--- src/rtl/lenet_hls_pkg.sv ---
// Shared types and constants for the Lenet HLS sequential signed divider.
package lenet_hls_pkg;

  localparam int unsigned DIVIDEND_W = 19;
  localparam int unsigned DIVISOR_W  = 6;
  localparam int unsigned QUOT_W     = 12;
  localparam int unsigned CNT_W      = $clog2(DIVIDEND_W);

  // Saturation bounds as QUOT_W-bit codes and as DIVIDEND_W-bit magnitudes
  localparam logic [QUOT_W-1:0]     Q_MAX     = {1'b0, {(QUOT_W-1){1'b1}}};
  localparam logic [QUOT_W-1:0]     Q_MIN     = {1'b1, {(QUOT_W-1){1'b0}}};
  localparam logic [DIVIDEND_W-1:0] Q_MAX_MAG = DIVIDEND_W'((2 ** (QUOT_W - 1)) - 1);
  localparam logic [DIVIDEND_W-1:0] Q_MIN_MAG = DIVIDEND_W'(2 ** (QUOT_W - 1));

  typedef enum logic [1:0] {
    IDLE = 2'd0,
    CALC = 2'd1,
    FIX  = 2'd2,
    DONE = 2'd3
  } sdiv_state_t;

endpackage

--- src/rtl/lenet_hls_sdiv_seq_if.sv ---
// Operand/result handshake bundle for lenet_hls_sdiv_seq.
interface lenet_hls_sdiv_seq_if;
  import lenet_hls_pkg::*;

  logic                  in_valid;
  logic                  in_ready;
  logic [DIVIDEND_W-1:0] dividend;
  logic [DIVISOR_W-1:0]  divisor;
  logic                  out_valid;
  logic                  out_ready;
  logic [QUOT_W-1:0]     quotient;
  logic [DIVISOR_W-1:0]  remainder;
  logic                  ovf;
  logic                  div_by_zero;

  modport master (
    output in_valid, dividend, divisor, out_ready,
    input  in_ready, out_valid, quotient, remainder, ovf, div_by_zero
  );

  modport slave (
    input  in_valid, dividend, divisor, out_ready,
    output in_ready, out_valid, quotient, remainder, ovf, div_by_zero
  );

endinterface

--- src/rtl/lenet_hls_sdiv_sat.sv ---
// Sign-apply and saturate stage for the divider result (combinational).
// Remainder path exists only when LENET_SDIV_REM_EN is defined.
module lenet_hls_sdiv_sat
  import lenet_hls_pkg::*;
(
`ifdef LENET_SDIV_REM_EN
  input  logic [DIVISOR_W-1:0]  rem_mag,
  output logic [DIVISOR_W-1:0]  rem_c,
`endif
  input  logic [DIVIDEND_W-1:0] q_mag,
  input  logic                  neg_q,
  input  logic                  dvd_neg,
  input  logic                  div_zero,
  output logic [QUOT_W-1:0]     quot_c,
  output logic                  ovf_c
);

  always_comb begin
    quot_c = '0;
    ovf_c  = 1'b0;
    if (div_zero) begin
      quot_c = dvd_neg ? Q_MIN : Q_MAX;
      ovf_c  = 1'b1;
    end else if (neg_q) begin
      // Negative side reaches one further than the positive side
      if (q_mag > Q_MIN_MAG) begin
        quot_c = Q_MIN;
        ovf_c  = 1'b1;
      end else begin
        quot_c = QUOT_W'(-q_mag);
      end
    end else if (q_mag > Q_MAX_MAG) begin
      quot_c = Q_MAX;
      ovf_c  = 1'b1;
    end else begin
      quot_c = q_mag[QUOT_W-1:0];
    end
  end

`ifdef LENET_SDIV_REM_EN
  always_comb begin
    rem_c = '0;
    if (!div_zero) rem_c = dvd_neg ? DIVISOR_W'(-rem_mag) : rem_mag;
  end
`endif

endmodule

--- src/rtl/lenet_hls_sdiv_seq.sv ---
// Sequential restoring signed divider, one quotient bit per cycle, saturated 12-bit quotient.
// Build option: LENET_SDIV_REM_EN enables the signed remainder output (else remainder reads 0).
module lenet_hls_sdiv_seq
  import lenet_hls_pkg::*;
(
  input  logic                 ap_clk,
  input  logic                 ap_rst,
  lenet_hls_sdiv_seq_if.slave  bus
);

  sdiv_state_t           r_state;
  logic                  r_load;
  logic [CNT_W-1:0]      r_cnt;
  logic [DIVIDEND_W-1:0] r_dvd_raw;
  logic [DIVISOR_W-1:0]  r_dvs_raw;
  logic [DIVIDEND_W-1:0] r_q;
  logic [DIVISOR_W-1:0]  r_dvs;
  logic [DIVISOR_W-1:0]  r_rem;
  logic                  r_sgn_dvd;
  logic                  r_sgn_dvs;
  logic                  r_dz;
  logic                  r_in_ready;
  logic                  r_out_valid;
  logic [QUOT_W-1:0]     r_quot;
  logic                  r_ovf;
  logic                  r_dz_out;

  logic [DIVISOR_W:0]    w_rem_sh;
  logic                  w_ge;
  logic [DIVISOR_W-1:0]  w_rem_nx;
  logic [QUOT_W-1:0]     w_quot;
  logic                  w_ovf;

  // One restoring step: shift in next dividend bit, subtract if it fits
  assign w_rem_sh = {r_rem, r_q[DIVIDEND_W-1]};
  assign w_ge     = (w_rem_sh >= {1'b0, r_dvs});
  assign w_rem_nx = w_ge ? DIVISOR_W'(w_rem_sh - {1'b0, r_dvs}) : w_rem_sh[DIVISOR_W-1:0];

`ifdef LENET_SDIV_REM_EN
  logic [DIVISOR_W-1:0] r_rem_out;
  logic [DIVISOR_W-1:0] w_rem;
  assign bus.remainder = r_rem_out;
`else
  assign bus.remainder = '0;
`endif

  lenet_hls_sdiv_sat u_sat (
`ifdef LENET_SDIV_REM_EN
    .rem_mag  (r_rem),
    .rem_c    (w_rem),
`endif
    .q_mag    (r_q),
    .neg_q    (r_sgn_dvd ^ r_sgn_dvs),
    .dvd_neg  (r_sgn_dvd),
    .div_zero (r_dz),
    .quot_c   (w_quot),
    .ovf_c    (w_ovf)
  );

  always_ff @(posedge ap_clk) begin
    if (ap_rst) begin
      r_state     <= IDLE;
      r_load      <= 1'b0;
      r_cnt       <= '0;
      r_dvd_raw   <= '0;
      r_dvs_raw   <= '0;
      r_q         <= '0;
      r_dvs       <= '0;
      r_rem       <= '0;
      r_sgn_dvd   <= 1'b0;
      r_sgn_dvs   <= 1'b0;
      r_dz        <= 1'b0;
      r_in_ready  <= 1'b1;
      r_out_valid <= 1'b0;
      r_quot      <= '0;
      r_ovf       <= 1'b0;
      r_dz_out    <= 1'b0;
`ifdef LENET_SDIV_REM_EN
      r_rem_out   <= '0;
`endif
    end else begin
      case (r_state)
        IDLE: begin
          if (bus.in_valid) begin
            r_dvd_raw  <= bus.dividend;
            r_dvs_raw  <= bus.divisor;
            r_load     <= 1'b1;
            r_in_ready <= 1'b0;
            r_state    <= CALC;
          end
        end
        CALC: begin
          if (r_load) begin
            // Magnitudes fit unsigned even for the most-negative operands
            r_load    <= 1'b0;
            r_q       <= r_dvd_raw[DIVIDEND_W-1] ? DIVIDEND_W'(-r_dvd_raw) : r_dvd_raw;
            r_dvs     <= r_dvs_raw[DIVISOR_W-1] ? DIVISOR_W'(-r_dvs_raw) : r_dvs_raw;
            r_sgn_dvd <= r_dvd_raw[DIVIDEND_W-1];
            r_sgn_dvs <= r_dvs_raw[DIVISOR_W-1];
            r_dz      <= (r_dvs_raw == '0);
            r_rem     <= '0;
            r_cnt     <= CNT_W'(DIVIDEND_W - 1);
          end else begin
            r_rem <= w_rem_nx;
            r_q   <= {r_q[DIVIDEND_W-2:0], w_ge};
            r_cnt <= r_cnt - CNT_W'(1);
            if (r_cnt == '0) r_state <= FIX;
          end
        end
        FIX: begin
          r_quot      <= w_quot;
          r_ovf       <= w_ovf;
          r_dz_out    <= r_dz;
`ifdef LENET_SDIV_REM_EN
          r_rem_out   <= w_rem;
`endif
          r_out_valid <= 1'b1;
          r_state     <= DONE;
        end
        DONE: begin
          if (bus.out_ready) begin
            r_out_valid <= 1'b0;
            r_in_ready  <= 1'b1;
            r_state     <= IDLE;
          end
        end
        default: begin
          r_state    <= IDLE;
          r_in_ready <= 1'b1;
        end
      endcase
    end
  end

  assign bus.in_ready    = r_in_ready;
  assign bus.out_valid   = r_out_valid;
  assign bus.quotient    = r_quot;
  assign bus.ovf         = r_ovf;
  assign bus.div_by_zero = r_dz_out;

endmodule

--- src/flat_wrapper.sv ---
// flat-port wrapper written by rule: the top's interface ports become plain ports
module lenet_hls_sdiv_seq_flat import lenet_hls_pkg::*;
  (ap_clk, ap_rst, bus_in_valid, bus_dividend, bus_divisor, bus_out_ready, bus_in_ready, bus_out_valid, bus_quotient, bus_remainder, bus_ovf, bus_div_by_zero);
  lenet_hls_sdiv_seq_if bus_i ();
  input  logic ap_clk;
  input  logic ap_rst;
  input wire logic [$bits(bus_i.in_valid)-1:0] bus_in_valid;
  input wire logic [$bits(bus_i.dividend)-1:0] bus_dividend;
  input wire logic [$bits(bus_i.divisor)-1:0] bus_divisor;
  input wire logic [$bits(bus_i.out_ready)-1:0] bus_out_ready;
  output wire logic [$bits(bus_i.in_ready)-1:0] bus_in_ready;
  output wire logic [$bits(bus_i.out_valid)-1:0] bus_out_valid;
  output wire logic [$bits(bus_i.quotient)-1:0] bus_quotient;
  output wire logic [$bits(bus_i.remainder)-1:0] bus_remainder;
  output wire logic [$bits(bus_i.ovf)-1:0] bus_ovf;
  output wire logic [$bits(bus_i.div_by_zero)-1:0] bus_div_by_zero;
  assign bus_i.in_valid = bus_in_valid;
  assign bus_i.dividend = bus_dividend;
  assign bus_i.divisor = bus_divisor;
  assign bus_i.out_ready = bus_out_ready;
  assign bus_in_ready = bus_i.in_ready;
  assign bus_out_valid = bus_i.out_valid;
  assign bus_quotient = bus_i.quotient;
  assign bus_remainder = bus_i.remainder;
  assign bus_ovf = bus_i.ovf;
  assign bus_div_by_zero = bus_i.div_by_zero;
  lenet_hls_sdiv_seq u_core (.ap_clk(ap_clk), .ap_rst(ap_rst), .bus(bus_i));
endmodule
--- config.mk ---
export PLATFORM = sky130hd
export DESIGN_NAME = lenet_hls_sdiv_seq_flat
export DESIGN_NICKNAME = d
export VERILOG_FILES = /design/src/rtl/lenet_hls_pkg.sv /design/src/rtl/lenet_hls_sdiv_seq_if.sv /design/src/rtl/lenet_hls_sdiv_sat.sv /design/src/rtl/lenet_hls_sdiv_seq.sv /design/src/flat_wrapper.sv
export SDC_FILE = /design/constraint.sdc
export NUM_CORES = 1
export LEC_CHECK = 0
export ABC_AREA = 1
export BUFFER_PORTS_ARGS = -buffer_cell sky130_fd_sc_hd__clkbuf_2
export CAP_MARGIN = 20
export CELL_PAD_IN_SITES_DETAIL_PLACEMENT = 0
export CELL_PAD_IN_SITES_GLOBAL_PLACEMENT = 1
export CORE_MARGIN = 2
export CORE_UTILIZATION = 44
export CTS_CLUSTER_SIZE = 20
export DETAILED_ROUTE_END_ITERATION = 16
export PLACE_DENSITY_LB_ADDON = 0.25
export SLEW_MARGIN = 20
export SYNTH_ARGS = -nofsm -noshare
export SYNTH_HDL_FRONTEND = slang
export SYNTH_SLANG_ARGS = --single-unit
--- constraint.sdc ---
create_clock -name ap_clk -period 4.27 [get_ports ap_clk]
set_input_delay 0 -clock ap_clk [delete_from_list [all_inputs] [get_ports ap_clk]]
set_output_delay 0 -clock ap_clk [all_outputs]
set_load 0.1 [all_outputs]
==> impl_metrics.sql <==
INSERT INTO impl_metrics (metric_group, metric, value, unit) VALUES
('run_status', 'status', 'finished, final reports clean', ''),
('detailed_routing', 'ant_nets', '0', ''),
('timing', 'final.setup_skew', '0.00889', 'ns'),
('timing', 'setup_tns', '0', 'ns'),
('logic_synthesis', 'synth_warnings', '0', ''),
('power_and_ir_drop', 'combinationalPowerShare', '0.500', ''),
('power_and_ir_drop', 'leakage', '2.42', 'nW'),
('setup_path', 'worstSetupPathType', 'register to register', ''),
('floorplanning', 'dieHeight', '108', 'um'),
('clocking', 'clk-insertion-delay-late', '0.36', 'ns'),
('floorplanning', 'floorplan.die.width', '108', 'um'),
('detailed_routing', 'drt_first_iter_violations', '270', ''),
('cells_and_area', 'n_fill_cell', '1018', ''),
('detailed_routing', 'dr_total_vias', '4516', ''),
('global_routing', 'grt_util_all_layers', '0.215', ''),
('detailed_routing', 'drt-vias-per-instance', '5.17', ''),
('timing', 'max_freq', '368', 'MHz'),
('timing', 'finalCritPeriodShare', '0.637', ''),
('setup_path', 'worstRegToRegCells', '9', ''),
('global_routing', 'grt_max_degree', '50', ''),
('worst_hold_path', 'worst_hold_startpoint', 'bus_in_valid', ''),
('clocking', 'cts_made_buffers', '9', ''),
('cells_and_area', 'final_nets', '778', ''),
('logic_synthesis', 'synth_edf_count', '0', ''),
('detailed_routing', 'drt-wirelength-per-cell', '13.4', 'um'),
('timing', 'setup_viol', '0', ''),
('setup_path', 'timing.critical_path.cells', 'inv_1, ha_1, buf_4, inv_1, nor2_1, inv_1, o21ai_0, inv_1, a21oi_1', ''),
('detailed_routing', 'drc', '0', ''),
('power_and_ir_drop', 'clock_network_fraction_of_design_power', '0.190', ''),
('logic_synthesis', 'post_synthesis_sequential_element_count', '83', ''),
('cells_and_area', 'layout-drive-gt1-share', '0.167', ''),
('setup_path', 'cp_common_cell', 'sky130_fd_sc_hd__inv_1', ''),
('global_routing', 'initial_antenna_violation_count', '0', ''),
('timing', 'slew-limit-headroom', '0.471', ''),
('power_and_ir_drop', 'netSwitchingFraction', '0.487', ''),
('cells_and_area', 'stdcell_count', '873', ''),
('placement', 'place.detailed.hpwl', '8540', 'um'),
('power_and_ir_drop', 'power.switching', '0.00168', 'W'),
('setup_path', 'timing.critical_path.fanout_max', '20', ''),
('clocking', 'htreeDepth', '3', ''),
('timing', 'slew_violations', '0', ''),
('run', 'drv_cap', '0', ''),
('placement', 'numPlacedInstances', '831', ''),
('setup_path', 'worst-endpoint-required', '4.55', 'ns'),
('clocking', 'post-cts-setup-buffers', '0', ''),
('floorplanning', 'floorplan.core_area', '10400', 'um2'),
('logic_synthesis', 'yosysSeqAreaShare', '0.349', ''),
('setup_path', 'critPathArrivalTime', '3.00', 'ns'),
('floorplanning', 'floorplan.die_area', '11700', 'um2'),
('setup_path', 'regToRegStartpoint', 'u_core.r_state[1]', ''),
('worst_hold_path', 'hp-class', 'primary input to register', ''),
('placement', 'placed_cell_area', '5040', 'um2'),
('logic_synthesis', 'syn-instance-count', '675', ''),
('logic_synthesis', 'post_synthesis_instance_area', '4760', 'um2'),
('clocking', 'clk_pin_slew', '0.09', 'ns'),
('timing', 'rsz_0062_raised_after_global_routing', 'no', ''),
('global_routing', 'first_global_vias', '4229', ''),
('setup_path', 'critPathLaunch', 'u_core.r_state[1]', ''),
('timing', 'whs', '0.0414', 'ns'),
('cells_and_area', 'area_occupied_by_multi_input_gates', '2650', 'um2'),
('floorplanning', 'initial_core_util', '0.457', ''),
('cells_and_area', 'syn2layout_area_growth', '16.1', '%'),
('power_and_ir_drop', 'power_report.internal_total', '0.00177', 'W'),
('timing', 'report.final.hold_viol_count', '0', ''),
('cells_and_area', 'num_antenna_cells', '0', ''),
('placement', 'place.gp.congestion', '0.864', ''),
('clocking', 'longest_clk_path_bufs', '2', ''),
('cells_and_area', 'register_area', '1660', 'um2'),
('power_and_ir_drop', 'pwr_density_cell', '624', 'nW/um2'),
('setup_path', 'worst_setup_path_end_kind', 'register', ''),
('floorplanning', 'floorplan.rows', '37', '');
## worst max-delay path: cells and delay by family (launching register included)
kind	cells	cell delay, ns
adder cells (fa/ha/maj)	1	0.15
AND/OR/NAND/NOR	1	0.69
flip-flops	1	0.34
AO/OA/AOI/OAI	2	0.38
buffers and inverters	5	1.08
## power groups by stage
stage               clock [W]  combinational (W)  sequential (W)
global route         0.000706            0.00194         0.00109
finish               0.000656            0.00173         0.00107
floorplan                   0            0.00110         0.00138
detailed placement          0            0.00170         0.00109
CTS                  0.000674            0.00173         0.00107
global placement            0            0.00169         0.00108
## synth_stat cells (9+ instances only)
| library cell | count | area [um2] |
|---|---|---|
| sky130_fd_sc_hd__a21oi_1 | 53 | 265 |
| sky130_fd_sc_hd__a21oi_2 | 10 | 87.6 |
| sky130_fd_sc_hd__a31oi_1 | 12 | 75.1 |
| sky130_fd_sc_hd__buf_2 | 9 | 45.0 |
| sky130_fd_sc_hd__clkbuf_1 | 16 | 60.1 |
| sky130_fd_sc_hd__dfxtp_1 | 83 | 1660 |
| sky130_fd_sc_hd__ha_1 | 16 | 200 |
| sky130_fd_sc_hd__inv_1 | 65 | 244 |
| sky130_fd_sc_hd__inv_2 | 15 | 56.3 |
| sky130_fd_sc_hd__nand2_1 | 115 | 432 |
| sky130_fd_sc_hd__nand3_1 | 50 | 250 |
| sky130_fd_sc_hd__nand4_1 | 14 | 87.6 |
| sky130_fd_sc_hd__nor2_1 | 67 | 251 |
| sky130_fd_sc_hd__o21ai_0 | 53 | 265 |
| sky130_fd_sc_hd__o22ai_1 | 20 | 125 |
## stage by stage
stage	setup slack, ns	util
after CTS	1.55	0.531
after floorplan	2.70	-
after global placement	1.73	0.484
final	1.55	0.531
after detailed placement	1.59	0.484
after global routing	1.23	0.531
## kinds of logic after synthesis
group / Yosys count / share of synthesized area
simple gates: 287 / 0.288
flops: 83 / 0.349
fa+ha+maj: 17 / 0.0462
other cells: 1 / 0.000787
buf+inv: 115 / 0.0995
xor+xnor: 8 / 0.0163
compound gates: 164 / 0.200
## state kept, by name, summed over array words and instances, names as in the netlist
signal,count
u_core.r_dvd_raw,19
u_core.r_q,19
u_core.bus.quotient,12
u_core.r_dvs,6
u_core.r_dvs_raw,6
u_core.r_rem,6
u_core.r_cnt,5
u_core.r_state,2
u_core.bus.div_by_zero,1
u_core.bus.in_ready,1
u_core.bus.out_valid,1
u_core.bus.ovf,1
u_core.r_dz,1
u_core.r_load,1
u_core.r_sgn_dvd,1
u_core.r_sgn_dvs,1
## final timing paths
| check | endpoint | slack [ns] |
|---|---|---|
| setup / recovery | u_core.r_q[15] | 1.55 |
| hold / removal | u_core.bus.in_ready | 0.04 |
| setup reg to reg | u_core.r_q[15] | 1.55 |
| hold reg to reg | u_core.r_dvs_raw[4] | 0.48 |
## layer usage
| metal | global-route usage | share of wire | wire [um] | vias up |
|---|---|---|---|---|
| met5 | 0 | 0 | 0 | - |
| met1 | 0.310 | 0.51 | 5990 | 2028 |
| met2 | 0.332 | 0.44 | 5110 | 102 |
| li1 | - | - | - | 2372 |
| met4 | 0.0769 | 0.017 | 204 | 0 |
| met3 | 0.0241 | 0.033 | 385 | 14 |
## what timing repair did
item,4_1_cts,5_1_grt
hold buffers,26,0
resized for setup,0,0
hold endpoints to repair,26,0
## final cells by class
cell class                 instances  area share
timing repair buffer              75      0.0936
tap                              136      0.0308
multi-input combinational        482       0.479
sequential                        83       0.300
clock inverter                     7      0.0190
clock buffer                       9      0.0224
inverter                          81      0.0552
(Power assumes the default switching activity.)
